### config.mk
export PLATFORM = sky130hd
export DESIGN_NAME = oled_frame_sequencer
export DESIGN_NICKNAME = d
export VERILOG_FILES = /design/src/rtl/oled_frame_sequencer.sv
export SDC_FILE = /design/constraint.sdc
export NUM_CORES = 1
export LEC_CHECK = 0
export CELL_PAD_IN_SITES_DETAIL_PLACEMENT = 1
export CELL_PAD_IN_SITES_GLOBAL_PLACEMENT = 1
export CORE_MARGIN = 2
export CORE_UTILIZATION = 48
export CTS_CLUSTER_DIAMETER = 150
export DETAILED_ROUTE_END_ITERATION = 8
export PLACE_DENSITY = 0.9
export REMOVE_ABC_BUFFERS = 1
export SKIP_CTS_REPAIR_TIMING = 1
export SYNTH_ARGS = -nofsm -noshare
export SYNTH_HDL_FRONTEND = slang
export SYNTH_SLANG_ARGS = --single-unit
### constraint.sdc
create_clock -name clk -period 5.3 [get_ports clk]
set_input_delay 0.53 -clock clk [delete_from_list [all_inputs] [get_ports clk]]
set_output_delay 0.53 -clock clk [all_outputs]
set_load 0.01 [all_outputs]
### src/rtl/oled_frame_sequencer.sv
// SSD1306 link sequencer: panel reset timing, one-time init command list,
// then one 128x64 framebuffer refresh per request over a valid/ready byte stream.
module oled_frame_sequencer #(
  parameter int unsigned STARTUP_WAIT = 10000000,
  parameter int unsigned FB_BYTES     = 1024,
  parameter int unsigned ADDR_W       = 10
) (
  input  logic              clk,
  input  logic              rst_n,
  input  logic              frame_req,
  output logic              busy,
  output logic              init_done,
  output logic              frame_done,
  output logic              fb_lock,
  output logic [ADDR_W-1:0] fb_addr,
  input  logic [7:0]        fb_rdata,
  output logic              byte_valid,
  input  logic              byte_ready,
  output logic              byte_dc,
  output logic [7:0]        byte_data,
  output logic              oled_reset
);

  typedef enum logic [3:0] {
    POR_HIGH,
    POR_LOW,
    POR_HIGH2,
    INIT_CMD,
    IDLE,
    ADDR_CMD,
    FB_FETCH,
    FB_WAIT,
    FB_SEND,
    DONE
  } state_t;

  localparam logic [31:0]       WAIT_LAST = 32'(STARTUP_WAIT - 1);
  localparam logic [ADDR_W-1:0] LAST_ADDR = ADDR_W'(FB_BYTES - 1);
  localparam logic [4:0]        INIT_LAST = 5'd22;
  localparam logic [4:0]        ADDR_LAST = 5'd5;

  state_t      state;
  logic [31:0] cnt;
  logic [4:0]  idx;

  function automatic logic [7:0] init_byte(input logic [4:0] i);
    logic [7:0] b;
    b = 8'h00;
    case (i)
      5'd0:  b = 8'hAE;
      5'd1:  b = 8'h81;
      5'd2:  b = 8'h7F;
      5'd3:  b = 8'hA6;
      5'd4:  b = 8'h20;
      5'd5:  b = 8'h00;
      5'd6:  b = 8'hC8;
      5'd7:  b = 8'h40;
      5'd8:  b = 8'hA1;
      5'd9:  b = 8'hA8;
      5'd10: b = 8'h3F;
      5'd11: b = 8'hD3;
      5'd12: b = 8'h00;
      5'd13: b = 8'hD5;
      5'd14: b = 8'h80;
      5'd15: b = 8'hD9;
      5'd16: b = 8'h22;
      5'd17: b = 8'hDB;
      5'd18: b = 8'h20;
      5'd19: b = 8'h8D;
      5'd20: b = 8'h14;
      5'd21: b = 8'hA4;
      5'd22: b = 8'hAF;
      default: b = 8'h00;
    endcase
    return b;
  endfunction

  // Column window 0..127, page window 0..7.
  function automatic logic [7:0] addr_byte(input logic [4:0] i);
    logic [7:0] b;
    b = 8'h00;
    case (i)
      5'd0: b = 8'h21;
      5'd1: b = 8'h00;
      5'd2: b = 8'h7F;
      5'd3: b = 8'h22;
      5'd4: b = 8'h00;
      5'd5: b = 8'h07;
      default: b = 8'h00;
    endcase
    return b;
  endfunction

  always_ff @(posedge clk or negedge rst_n) begin
    if (!rst_n) begin
      state      <= POR_HIGH;
      cnt        <= '0;
      idx        <= '0;
      oled_reset <= 1'b1;
      busy       <= 1'b1;
      init_done  <= 1'b0;
      frame_done <= 1'b0;
      fb_lock    <= 1'b0;
      fb_addr    <= '0;
      byte_valid <= 1'b0;
      byte_dc    <= 1'b0;
      byte_data  <= '0;
    end else begin
      frame_done <= 1'b0;
      case (state)
        POR_HIGH: begin
          if (cnt == WAIT_LAST) begin
            cnt        <= '0;
            oled_reset <= 1'b0;
            state      <= POR_LOW;
          end else begin
            cnt <= cnt + 32'd1;
          end
        end
        POR_LOW: begin
          if (cnt == WAIT_LAST) begin
            cnt        <= '0;
            oled_reset <= 1'b1;
            state      <= POR_HIGH2;
          end else begin
            cnt <= cnt + 32'd1;
          end
        end
        POR_HIGH2: begin
          if (cnt == WAIT_LAST) begin
            cnt        <= '0;
            idx        <= '0;
            byte_valid <= 1'b1;
            byte_dc    <= 1'b0;
            byte_data  <= init_byte(5'd0);
            state      <= INIT_CMD;
          end else begin
            cnt <= cnt + 32'd1;
          end
        end
        INIT_CMD: begin
          if (byte_valid && byte_ready) begin
            if (idx == INIT_LAST) begin
              byte_valid <= 1'b0;
              init_done  <= 1'b1;
              busy       <= 1'b0;
              state      <= IDLE;
            end else begin
              idx       <= idx + 5'd1;
              byte_data <= init_byte(idx + 5'd1);
            end
          end
        end
        IDLE: begin
          if (frame_req) begin
            busy       <= 1'b1;
            fb_lock    <= 1'b1;
            idx        <= '0;
            byte_valid <= 1'b1;
            byte_dc    <= 1'b0;
            byte_data  <= addr_byte(5'd0);
            state      <= ADDR_CMD;
          end
        end
        ADDR_CMD: begin
          if (byte_valid && byte_ready) begin
            if (idx == ADDR_LAST) begin
              byte_valid <= 1'b0;
              fb_addr    <= '0;
              state      <= FB_FETCH;
            end else begin
              idx       <= idx + 5'd1;
              byte_data <= addr_byte(idx + 5'd1);
            end
          end
        end
        FB_FETCH: state <= FB_WAIT;
        FB_WAIT: begin
          byte_data  <= fb_rdata;
          byte_dc    <= 1'b1;
          byte_valid <= 1'b1;
          state      <= FB_SEND;
        end
        FB_SEND: begin
          if (byte_valid && byte_ready) begin
            byte_valid <= 1'b0;
            if (fb_addr == LAST_ADDR) begin
              frame_done <= 1'b1;
              fb_lock    <= 1'b0;
              state      <= DONE;
            end else begin
              fb_addr <= fb_addr + ADDR_W'(1);
              state   <= FB_FETCH;
            end
          end
        end
        DONE: begin
          busy  <= 1'b0;
          state <= IDLE;
        end
        default: state <= POR_HIGH;
      endcase
    end
  end

endmodule
# Word level (Yosys, flattened, before mapping)
# Memories as Yosys holds them, arrays and structs flattened.
# Cells that the tools add are included.
dict set report totals {
  ff_bits 66
  romBits 256
  inputBits 12
  elab_cells 118
  mem_count 1
}
# name words word_bits read_ports rd_clocked_by_memory_dff wr line_no
set mem_list {}
lappend mem_list {{(no name shown)} 32 8 1 0 0 49} ;# case (i)
dict set report classes {
  addsub 3
  n_eq_ne 29
  mux 51
  n_reduce_logical 22
}
# op count
set op_table {}
lappend op_table {{$mux W8} 6}
lappend op_table {{$mux W10} 4}
lappend op_table {{$mux W4} 10}
lappend op_table {{$pmux W4 S10} 1}
lappend op_table {{$pmux W8 S5} 1}
lappend op_table {{$add A32 B1 Y32 const B} 1}
lappend op_table {{$eq A32 B24 Y1 const B} 1}
lappend op_table {{$mux W32} 1}
lappend op_table {{$mux W5} 6}
lappend op_table {{$pmux W7 S4} 1}
lappend op_table {{$ne A2 B2 Y1 const B} 13}
lappend op_table {{$pmux W10 S2} 1}
lappend op_table {{$pmux W5 S4} 1}
lappend op_table {{$eq A4 B3 Y1 const B} 4}
lappend op_table {{$mux W1} 14}
lappend op_table {{$reduce_and A7 Y1} 2}
lappend op_table {{$add A10 B1 Y10 const B} 1}
lappend op_table {{$eq A10 B10 Y1 const B} 1}
lappend op_table {{$eq A5 B2 Y1 const B} 2}
lappend op_table {{$eq A5 B3 Y1 const B} 2}
lappend op_table {{$reduce_and A3 Y1} 3}
lappend op_table {{$reduce_and A9 Y1} 1}
lappend op_table {{$eq A4 B2 Y1 const B} 2}
lappend op_table {{$eq A4 B4 Y1 const B} 2}
lappend op_table {{18 further kinds} 24}

# Logic depth before layout (Yosys ltp)
dict set report depth {
  depth_word 6
  ltp_mapped 10
}

# Least setup slack after synthesis
# No wires, ideal clock.
dict set report synth_path {
  kind {reg2reg}
  start {register idx[0]}
  end {register state[1]}
  setup_time_ps 126
  t_arrival_ps 2368
  required_ps 5174
  path_slack_ps 2806
  stages_incl_launch_ff 9
  path_buffers 2
  path_cell_list {dfrtp_1 -> buf_1 -> inv_1 -> ha_1 -> clkbuf_1 -> a41oi_1 -> a2111oi_0 -> o21ai_1 -> a221o_1}
}
dict set report synth_between {
  elab_chain_cells 3
  word_cells_on_any_way 5
  cone_classes {eq/ne: 4; reduce/logical: 1}
}
# item line_no
set synth_lines {}
lappend synth_lines {{start: declaration} 44} ;# logic [4:0] idx;
lappend synth_lines {{start signal: assignment} 149} ;# idx <= idx + 5'd1;
lappend synth_lines {{start signal: assignment} 172} ;# idx <= idx + 5'd1;
lappend synth_lines {{$eq A5 B3 Y1 / $eq A5 B5 Y1 (equally long branches)} {167, 143}}
lappend synth_lines {{$ne A2 B2 Y1 (no line)} n/a}
lappend synth_lines {{$reduce_and A9 Y1 (no line) (*)} n/a}
lappend synth_lines {{end signal: assignment} 162} ;# state <= ADDR_CMD;
lappend synth_lines {{end signal: assignment} 170} ;# state <= FB_FETCH;
lappend synth_lines {{end signal: assignment} 177} ;# FB_FETCH: state <= FB_WAIT;
lappend synth_lines {{end: declaration} 42} ;# state_t state;
# Every way passes the cells marked *; elsewhere a longest branch is shown, timed or not.
# A chain may end at the register's enable or synchronous reset.

# Worst setup path after layout
dict set report layout_path {
  start {register state[1]}
  end {register byte_data[1]}
}
dict set report layout_between {
  elab_chain_cells 3
  word_cells_on_any_way 14
  cone_classes {eq/ne: 11; mux: 1; reduce/logical: 2}
}
# item line_no
set layout_lines {}
lappend layout_lines {{start signal: assignment} 96} ;# state <= POR_HIGH;
lappend layout_lines {{start signal: assignment} 115} ;# state <= POR_LOW;
lappend layout_lines {{start signal: assignment} 124} ;# state <= POR_HIGH2;
lappend layout_lines {{$eq A4 B3 Y1 / $eq A4 B2 Y1 (equally long branches)} 110} ;# case (state)
lappend layout_lines {{$reduce_bool A5 Y1 (no line) / $ne A2 B2 Y1 (equally long branches)} n/a}
lappend layout_lines {{$reduce_and A7 Y1 (no line)} n/a}
lappend layout_lines {{end signal: assignment} 135} ;# byte_data <= init_byte(5'd0);
lappend layout_lines {{end signal: assignment} 150} ;# byte_data <= init_byte(idx + 5'd1);
lappend layout_lines {{end signal: assignment} 161} ;# byte_data <= addr_byte(5'd0);
lappend layout_lines {{end: declaration} 20} ;# output logic [7:0] byte_data,
# Parallel ways exist; a longest one is shown, timed or not.

==> impl_metrics.tcl <==
set metrics [dict create \
    setup.reg_to_reg.worst_slack_ns 2.15 \
    synth_ff_type "sky130_fd_sc_hd__dfrtp_1" \
    maxSlewHeadroom 0.3168 \
    setup_violations 0 \
    cts.sinks 66 \
    detailedPlacementHpwl_um 8865 \
    die_x_um 98.20 \
    r2r.worst_path.cells 5 \
    numCtsBuffers 9 \
    grt_start_max_net_pins 67 \
    fin_crit_sh 0.5940 \
    critPathSlowestCell "sky130_fd_sc_hd__nor3b_1" \
    finClkSkew_ns 0.005202 \
    final.setup.tns_ns 0 \
    rsz0062_at_grt "no" \
    post_drt_wl_per_cell_um 19.56 \
    most-common-layout-cells "71 x sky130_fd_sc_hd__nand2_1, 64 x sky130_fd_sc_hd__dfrtp_1, 56 x sky130_fd_sc_hd__nor2_1, 35 x sky130_fd_sc_hd__clkdlybuf4s50_1, 27 x sky130_fd_sc_hd__xor2_1" \
    worst_setup_path_startpoint "state[1]" \
    place.detailed.instances 617 \
    cts_tree "built" \
    cp_data_arrival_time_ns 3.39 \
    ys_seq_area_frac 0.3884 \
    die_height_um 98.20 \
    coreArea_sq_um 8678 \
    number_of_different_library_cells_in_the_post_synthesis_netlist 68 \
    fin_cells 633 \
    detail_route.drc_violations 0 \
    regToRegStartpoint "state[1]" \
    clk_pin_slew_worst_paths_ns 0.08 \
    global_route.overflow_total 0 \
    final_nets 542 \
    worstSetupPathType "flip-flop to flip-flop" \
    syn-cell-area_sq_um 4259 \
    total_leakage_power_nw 2.060 \
    power_density_nw_per_um2 508.3 \
    drive_gt1_frac 0.07048 \
    synth-edff-count 0 \
    design.portCount 37 \
    grt_first_pass_wirelength_um 20850 \
    crit_path_max_fanout 23 \
    floorplan.rows 34 \
    reg2reg_to "byte_data[1]" \
    synth-seq-cells 66 \
    max_cap_viol_count 0 \
    min-delay-path-class "primary input to async pin" \
    timing.critical_path.buf_inv 0 \
    initial_util 0.4908 \
    finalWirelength_um 12380 \
    syn2layout_area_growth_pct 13.81 \
    grt_pass1_vias 4120 \
    critical_path_depth 5 \
    final_hold_viol_count 0 \
    cp-end-kind "flip-flop" \
    drt-vias-per-instance 6.182 \
    die-area_sq_um 9642 \
    synth_largest_type_area_fraction 0.3760 \
    clock_h_tree_levels 3 \
    synth_area_per_cell_sq_um 8.535 \
    clk_path_buf_depth 2 \
    drt-pass1-iter-count 5 \
    critical_path.endpoint "byte_data[1]" \
    critical-path-max-stage-delay_ns 0.89 \
    post_synthesis_cell_count 499 \
    vias 3913 \
    grt_antenna_before_repair 0 \
    synth.area.top_cells "sky130_fd_sc_hd__dfrtp_1 38%, sky130_fd_sc_hd__nand2_1 6.3%, sky130_fd_sc_hd__xor2_1 5.6%, sky130_fd_sc_hd__nor2_1 4.9%, sky130_fd_sc_hd__xnor2_1 3.3%" \
    max_freq_ghz 0.3176 \
    cts_root_buffer "sky130_fd_sc_hd__clkbuf_8" \
    port-buffer-count 36 \
    final_common_cell "sky130_fd_sc_hd__nand2_1" \
    place.gp.congestion 0.8951 \
    ir_worst_vdd_v 0.0002383 \
    critPathLaunchType "flip-flop" \
    worst_slew_pin_slew_ns 1.023 \
    outcome "finished clean" \
    synth_top_area_cell "sky130_fd_sc_hd__dfrtp_1" \
    finalPower_mw 2.464 \
    cp_cell_sequence "nand2_1, nor3b_1, nor2_1, a211oi_2, mux2_1" \
    n_antenna_cell 0 \
    gr-usage-all-layers 0.2670 \
    worst-endpoint-required_ns 5.54 \
    fill_cells 1051 \
    drt_iter0_drc 194 \
    antenna_violation_net_count_after_detailed_routing 0 \
    worst_skew_pair.late_latency_ns 0.35 \
    finalMaxSlewViolations 0 \
    synthArstFlopShare 1.000 \
    cpLargestDelayFamily "simple AND/OR/NAND/NOR gates" \
    layout_min_cycle_time_ns 3.148 \
    ys_warn_count 0 \
]
-- metrics by stage --
step           utilization  worst slack [ns]  hold slack, ns  instance area (sq um)
2_1_floorplan            -             2.813          0.2344                   4133
3_3_place_gp        0.5353             2.380          0.4638                   4646
3_5_place_dp        0.5353             2.195          0.4614                   4646
4_1_cts             0.5585             2.166          0.3982                   4847
5_1_grt             0.5585             1.847          0.4158                   4847
6_report            0.5585             2.152          0.3586                   4847
-- flip-flops by register name, indices dropped and copies added (netlist names), 4 cells and up --
register and cells:
fb_addr 10, idx 5, state 4, byte_data 8
cnt 32
-- cells in the mapped netlist (12+ instances only) --
| library cell | n |
|---|---|
| sky130_fd_sc_hd__nand3_1 | 20 |
| sky130_fd_sc_hd__xor2_1 | 27 |
| sky130_fd_sc_hd__a21oi_1 | 22 |
| sky130_fd_sc_hd__nand4_1 | 16 |
| sky130_fd_sc_hd__nand2_1 | 71 |
| sky130_fd_sc_hd__xnor2_1 | 16 |
| sky130_fd_sc_hd__dfrtp_1 | 64 |
| sky130_fd_sc_hd__inv_1 | 12 |
| sky130_fd_sc_hd__and3_1 | 14 |
| sky130_fd_sc_hd__clkbuf_1 | 21 |
| sky130_fd_sc_hd__nor2_1 | 56 |
| sky130_fd_sc_hd__o21ai_0 | 20 |
-- worst min path at each step --
stage	start	endpoint	slack, ns	cells after the start
floorplan	rst_n	byte_data[0]	0.23	0
global placement	cnt[31]	cnt[31]	0.46	1
detailed placement	init_done	init_done	0.46	1
CTS	rst_n	cnt[7]	0.40	2
global route	rst_n	cnt[7]	0.42	2
finish	rst_n	cnt[7]	0.36	2
-- cell families after synthesis --
group	Yosys count	share of synthesized area
xor gates and xnor gates	43	0.08843
buffers and inverters	41	0.04025
AOI/OAI and AO/OA	99	0.1613
muxes	9	0.02262
and+or+nand+nor	231	0.2697
DFF	66	0.3884
adders and majority gates	10	0.02938
-- power by group --
| group | leakage, nW | internal (mW) | switching [mW] | total [mW] |
|---|---|---|---|---|
| Clock | 0.0987 | 0.230 | 0.211 | 0.440 |
| Sequential | 0.868 | 0.610 | 0.207 | 0.817 |
| Combinational | 1.09 | 0.512 | 0.694 | 1.21 |
| Total | 2.06 | 1.35 | 1.11 | 2.46 |
-- layer usage --
metal	wire length, um	part of all wire	GRT usage	vias to the layer above
met4	248	0.020	0.07587	0
met3	406	0.033	0.05082	23
met2	6412	0.52	0.4747	85
met1	5314	0.43	0.3315	1989
li1	-	-	-	1816
met5	0	0	0	-
-- area by class of cell --
cell class	count	area [sq um]	share of cell area
multi-input cells	392	2434	0.5021
flip-flops and latches	66	1654	0.3413
repair buffers	39	377.9	0.07796
clock buffers	10	137.6	0.02839
well taps	108	135.1	0.02788
clock inverters	6	63.81	0.01316
inverters	12	45.04	0.009293
Power figures use the tool's default switching activity.
